==> src/rtl/reg_read_arbiter.sv <==
`default_nettype none
// ============================================================================
// Module      : reg_read_arbiter
// Description : Round-robin arbiter that shares one register-file read port
//               (the 32:1 read mux) between up to four requesters. It drives
//               the mux select and captures the read data into a one-entry
//               response register with valid/ready backpressure.
// Revision    : 1.0 - initial release
// ============================================================================
module reg_read_arbiter #(
    parameter int WIDTH = 32,
    parameter int NREQ  = 2
) (
    input  logic                clk,
    input  logic                rst,
    input  logic [NREQ-1:0]     req_valid,
    input  logic [5*NREQ-1:0]   req_addr,
    output logic [NREQ-1:0]     req_ready,
    output logic [4:0]          mux_sel,
    input  logic [WIDTH-1:0]    mux_dout,
    output logic                rsp_valid,
    input  logic                rsp_ready,
    output logic [1:0]          rsp_id,
    output logic [WIDTH-1:0]    rsp_data
);

    // Response-register occupancy: the state is exactly the rsp_valid bit.
    localparam logic       c_st_empty = 1'b0;
    localparam logic       c_st_full  = 1'b1;
    // Pointer reset value gives requester 0 first priority.
    localparam logic [1:0] c_last_rst = 2'(NREQ - 1);

    logic [3:0]       w_valid;
    logic [4:0]       w_addr [4];
    logic [2:0]       w_cand;
    logic             w_found;
    logic [1:0]       w_winner;
    logic [4:0]       w_win_addr;
    logic             w_can_issue;
    logic             w_grant;
    logic             w_state_nxt;

    logic             r_state;
    logic [1:0]       r_last;
    logic [1:0]       r_id;
    logic [WIDTH-1:0] r_data;

    // Normalise the request vectors to four slots; absent requesters never request.
    generate
        for (genvar gi = 0; gi < 4; gi++) begin : g_slot
            if (gi < NREQ) begin : g_used
                assign w_valid[gi] = req_valid[gi];
                assign w_addr[gi]  = req_addr[5*gi +: 5];
            end else begin : g_unused
                assign w_valid[gi] = 1'b0;
                assign w_addr[gi]  = 5'd0;
            end
        end
    endgenerate

    // Round-robin search starting just after the last winner, wrapping modulo NREQ.
    always_comb begin
        w_found  = 1'b0;
        w_winner = 2'd0;
        w_cand   = 3'd0;
        for (int k = 1; k <= NREQ; k++) begin
            // r_last < NREQ and k <= NREQ, so one subtraction completes the wrap.
            w_cand = 3'(r_last) + 3'(k);
            if (w_cand >= 3'(NREQ)) begin
                w_cand = w_cand - 3'(NREQ);
            end
            if (!w_found && w_valid[w_cand[1:0]]) begin
                w_found  = 1'b1;
                w_winner = w_cand[1:0];
            end
        end
    end

    // A new read may only issue when the response slot is empty or draining now.
    assign w_can_issue = (r_state == c_st_empty) || rsp_ready;
    assign w_grant     = w_found && w_can_issue && !rst;
    assign w_win_addr  = w_addr[w_winner];
    assign mux_sel     = w_grant ? w_win_addr : 5'd0;

    // One-hot grant back to the winning requester.
    generate
        for (genvar gi = 0; gi < NREQ; gi++) begin : g_ready
            assign req_ready[gi] = w_grant && (w_winner == 2'(gi));
        end
    endgenerate

    // Next-state logic for the response slot (EMPTY/FULL).
    always_comb begin
        w_state_nxt = r_state;
        case (r_state)
            c_st_empty: if (w_grant) w_state_nxt = c_st_full;
            c_st_full:  if (rsp_ready && !w_grant) w_state_nxt = c_st_empty;
            default:    w_state_nxt = c_st_empty;
        endcase
    end

    // State, pointer and response capture; x0 reads are forced to zero.
    always_ff @(posedge clk or posedge rst) begin
        if (rst) begin
            r_state <= c_st_empty;
            r_last  <= c_last_rst;
            r_id    <= 2'd0;
            r_data  <= '0;
        end else begin
            r_state <= w_state_nxt;
            if (w_grant) begin
                r_last <= w_winner;
                r_id   <= w_winner;
                r_data <= (w_win_addr == 5'd0) ? '0 : mux_dout;
            end
        end
    end

    assign rsp_valid = (r_state == c_st_full);
    assign rsp_id    = r_id;
    assign rsp_data  = r_data;

endmodule
`default_nettype wire
==> config.mk <==
export PLATFORM = sky130hd
export DESIGN_NAME = reg_read_arbiter
export DESIGN_NICKNAME = d
export VERILOG_FILES = /design/src/rtl/reg_read_arbiter.sv
export SDC_FILE = /design/constraint.sdc
export NUM_CORES = 1
export LEC_CHECK = 0
export ABC_AREA = 1
export CELL_PAD_IN_SITES_DETAIL_PLACEMENT = 2
export CELL_PAD_IN_SITES_GLOBAL_PLACEMENT = 2
export CORE_ASPECT_RATIO = 0.5
export CORE_MARGIN = 8
export CORE_UTILIZATION = 21
export DETAILED_ROUTE_END_ITERATION = 8
export MAX_ROUTING_LAYER = met4
export PLACE_DENSITY_LB_ADDON = 0.25
export SYNTH_ARGS = -nofsm -noshare
export SYNTH_HDL_FRONTEND = slang
export SYNTH_SLANG_ARGS = --single-unit
==> constraint.sdc <==
create_clock -name clk -period 2.04 [get_ports clk]
set_input_delay 0.51 -clock clk [delete_from_list [all_inputs] [get_ports clk]]
set_output_delay 0.51 -clock clk [all_outputs]
set_load 0.05 [all_outputs]
# Yosys cells after proc, flatten, opt, wreduce, memory -nomap -nowiden
# Cells that the tools add are included.
# totals
inputBits	47
ff_bits	37
output_inout_bits	42
elab_cells	46
# classes
bitwise	2
n_eq_ne	1
muxes	18
addsub	4
reduce_logical	12
n_lt_le_gt_ge	5
# ops
op	n
$mux W32	1
$mux W5	3
$bmux W5 S2	1
$mux W2	4
$ge A3 B2 Y1 const B	2
$logic_and A1 B1 Y1	6
$lt A2 B3 Y1 const B	2
$mux W1	6
$logic_not A5 Y1	1
$bmux W1 S2	2
$sub A2 B2 Y2 const B	2
$add A2 B1 Y3 const B	1
$add A2 B2 Y3 const B	1
$ge A3 B3 Y1 const B	1
$logic_not A1 Y1	3
$not A2 Y3	1
$eq A2 B1 Y1 const B	1
$logic_not A2 Y1	1
$pmux W1 S2	1
$logic_or A1 B1 Y1	1
$not A1 Y1	1

# Logic depth before layout (Yosys ltp)
# depth
depth_word	15
ltp_mapped	8
depth_no_buf	7

# Worst setup path after synthesis
# OpenSTA, ideal clock, no wires.
# synth_timing
path_kind	reg2out
startpoint	register r_state, in the netlist rsp_valid
endpoint	output port mux_sel[2]
required_ns	1.530
stages_incl_launch_ff	7
slack_ns	-0.328
n_path_buf	2
arrival_ns	1.858
cell_sequence	dfrtp_1 > inv_1 > or2_1 > buf_2 > nand3_2 > buf_2 > nor2_1
# synth_between
elab_chain_len	5
# synth_lines
element	line_no	text
start, declared	43	logic r_state;
start signal, assigned	105	r_state <= c_st_empty;
start signal, assigned	110	r_state <= w_state_nxt;
$not A1 Y1	-	
$logic_or A1 B1 Y1	80	assign w_can_issue = (r_state == c_st_empty) || rsp_ready;
$logic_and A1 B1 Y1 (2 in series)	81	assign w_grant = w_found && w_can_issue && !rst;
$mux W5	83	assign mux_sel = w_grant ? w_win_addr : 5'd0;
end, declared	19	output logic [4:0] mux_sel,
# No other way between the ends.

# Final worst setup path
# layout_timing
startpoint	input port req_valid[0]
endpoint	output port mux_sel[0]
# layout_between
elab_chain_len	11
word_cells_on_any_way	17
classes_between	mux (12); bitwise (1); reduce/logical (4)
# layout_lines
element	line_no	text
start, declared	16	input logic [NREQ-1:0] req_valid,
$bmux W1 S2	72	if (!w_found && w_valid[w_cand[1:0]]) begin
$mux W1 (not written as such)	72	
$mux W1	72	
$logic_not A1 Y1	72	
$logic_and A1 B1 Y1	72	
$mux W2	72	
$not A2 Y3 (not written as such)	82	assign w_win_addr = w_addr[w_winner];
$bmux W5 S2	82	
$mux W5 (not written as such) (2 in series)	82	
$mux W5 *	83	
# Mark *: on every way between the ends. The rest lies on a longest branch, timed or not. The select of a mux whose other input is x is not followed.

==> impl_results.md <==
* CP Class: in -> out
* Layout cells sized above 1 at 0.269
* Later-pin clock latency in the skew report at 0.28 ns
* Top Family by Delay on Critical Path: simple AND/OR/NAND/NOR gates
* Die area at about 13000 um^2
* Initial core utilization at 0.214
* Total wire length at 8010 um
* Switching Fraction at 0.390
* GPL Wtd Cong at 0.745
* Layout Area Growth over Synthesis at 69.6%
* CTS Buf Count at 5
* Layout net count at ~380
* Internal power at around 1.8 mW
* First-pass GRT wire length at about 13000 um
* Synth top area cells: dfrtp_1 (44%), nand2_1 (14%), o21bai_1 (12%), nand4_1 (11%), buf_6 (3.4%)
* Yosys cell types at 19
* Post-Syn Nets at 282
* IO buf count at between 80 and 90
* Synth Warn # at 0
* DRT iter0 DRCs at slightly below 80
* Worst path max stage delay at between 0.15 and 0.2 ns
* Setup violations, final at 6
* Worst path slowest cell: clkdlybuf4s15_1
* CTS Root Cell: clkbuf_16
* Number of global-route vias before repair at approximately 2500
* I/O Pins at 89
* Wire per inst at between 15 and 20 um
* Core area at 9350 um^2
* Syn_area_per_cell at 8.51 um^2
* Place WS at -0.344 ns
* Initial antenna violation count at 0
* Post-Syn Area at between 2000 and 2500 um^2
* Clock power frac at 0.298
* CP Capture Type: output port
* Sequential share of the synthesized area at 0.451
* Routed Antenna Nets at 0
* # rows at 25
* R2r setup slk at between 0.1 and 0.15 ns
* Die width at 154 um
* Type of origin of the critical path: primary input
* Largest net degree at the start of global routing at 41
* Via count at roughly 2100
* Worst slew pin tran at 0.522 ns
* Worst EP required at ~1.5 ns
* # fillers at around 1000
* # H-tree levels at 2
* Inserted Diodes at 0
* Clock tree from TritonCTS: done
* Comb pwr share at 0.401
* Synth async-reset ratio at 1.00
* Failing checks: setup timing
* DP HPWL at 5860 um
* Gr ovfl total at 0
* Clock Skew at ~0.005 ns
* Gr usage total at 0.130
* RSZ-0062 raised after global routing: true
* Synthesis-stage register bit count at 36
* EDFF count, synth at 0
* Min Tclk post-route at between 2 and 2.5 ns
* Multi-input gate area at roughly 1000 um^2
* Total of max-cap violations at 0
* Dpl cell area at ~3100 um^2
* Period utilization at 1.02
* Mapped Cells at approximately 240
* Max-slew violation count at 0
* CP arrival at roughly 1.6 ns
* CP Buf/Inv Count at 3
* Register area at about 900 um^2
* Hold buffers post-CTS at 0
* Critical Path, Cell by Cell: clkdlybuf4s15_1 > buf_4 > nand2_4 > nand3_4 > nand2_1 > nand2_2 > nor2_4 > buf_12
* Worst min path class: reg -> reg
* Sequential share of power at 0.302
* Status: complete, but fails checks
* Worst-path clk slew at 0.06 ns
* NetSw at about 1.2 mW
* Slew headroom at 0.651
* Main synth FF type: dfrtp_1
* Clock tree buffer depth at 2
* Final Hold Viols at 0
* Vias per inst at 4.55
* Area leader, netlist: dfrtp_1
* Pre-antenna DRT Iters at 4
* Share of the synthesized area in the top cell type at 0.438
* Layout Cell Area excl Fill at between 3000 and 4000 um^2
* PwrDens at between 800 and 900 nW/um^2
* CTS sink count at 36
* # DRC at 0
* Leakage at about 1.6 nW
* Die Height at roughly 85 um
* CP max FO at 8
* Peak VDD IR at 0.536 mV
* Worst setup margin at -0.0391 ns
* Fmax at between 0.4 and 0.5 GHz
[metal layers]
metal	vias to the layer above	part of all wire	track usage
met5	-	0	-
met2	34	0.54	0.239
met1	1049	0.42	0.143
met3	6	0.033	0.0294
met4	0	0.0090	0.0274
li1	984	-	-
[cells by family after synthesis]
kind of cell / Yosys count / synth area share
AOI/OAI and AO/OA: 36 / 0.136
buffers and inverters: 36 / 0.101
DFF: 36 / 0.451
and+or+nand+nor: 127 / 0.313
[final cells by class]
cell class                      instances  area share
Clock buffer                            5      0.0369
Clock inverter                          3      0.0125
Inverter                               15      0.0166
Multi-Input combinational cell        163       0.295
Sequential cell                        36       0.266
Tap cell                              121      0.0446
Timing Repair Buffer                  113       0.328
[worst min-delay path: cells and delay by family, from the launching register on]
kind / cells / cell delay, ns
DFF: 1 / 0.34
and+or+nand+nor: 2 / 0.10
[through the flow]
stage               hold WS [ns]  power, mW  TNS, ns   util  instances
finish                     0.482       3.02  -0.0901  0.363        456
global route               0.523       3.18   -0.527  0.363        456
CTS                        0.486       3.06   -0.203  0.359        454
detailed placement         0.469       2.10   -10.79  0.327        439
global placement           0.465       2.06    -7.20  0.327        439
floorplan                  0.468       1.62   -0.702      -        235
[timing repair]
action,CTS,global route
gates resized for setup,23,7
setup buffers,7,2
setup endpoints to repair,9,7
pin swaps,11,7
endpoints found under the hold margin,0,0
[cell usage in the layout, fill, tap and decap left out, drive strengths merged]
cell type / n
clkinv: 1
inv: 15
clkinvlp: 1
clkdlybuf4s50: 55
clkbuf: 6
or2: 1
nor2: 6
dlygate4sd2: 1
clkdlybuf4s15: 1
dfstp: 1
nand2: 82
dlymetal6s2s: 1
nand4: 35
o21ai: 4
dfrtp: 35
buf: 54
bufinv: 1
nand3: 3
o21bai: 32
[final timing paths]
| path | startpoint | endpoint | cells past startpoint |
|---|---|---|---|
| hold / removal | rsp_data[19] | rsp_data[19] | 2 |
| setup / recovery | req_valid[0] | mux_sel[0] | 8 |
| hold reg to reg | rsp_data[19] | rsp_data[19] | 2 |
| setup reg to reg | r_last[0] | rsp_data[16] | 10 |
| min in group asynchronous | rst | rsp_data[29] | 4 |
| max in group asynchronous | rst | rsp_data[5] | 4 |
[sequential cells by signal, indices dropped and copies added (netlist names)]
name / cells
rsp_data: 32
r_last: 2
rsp_valid: 1
rsp_id: 1
[power groups by stage]
stage / Sequential, mW / Combinational, mW / Clock [mW]
after floorplan: 1.30 / 0.321 / 0
after global placement: 0.914 / 1.15 / 0
after detailed placement: 0.920 / 1.18 / 0
after CTS: 0.913 / 1.22 / 0.922
after global routing: 0.927 / 1.29 / 0.962
final: 0.909 / 1.21 / 0.898
[cell usage after synthesis (2+ instances only)]
master,number
buf_2,8
buf_4,3
buf_6,6
clkbuf_1,4
dfrtp_1,35
inv_1,14
nand2_1,76
nand2_2,4
nand2_4,2
nand3_4,2
nand4_1,35
nor2_1,6
o21ai_2,3
o21bai_1,32
(Power assumes the default switching activity.)
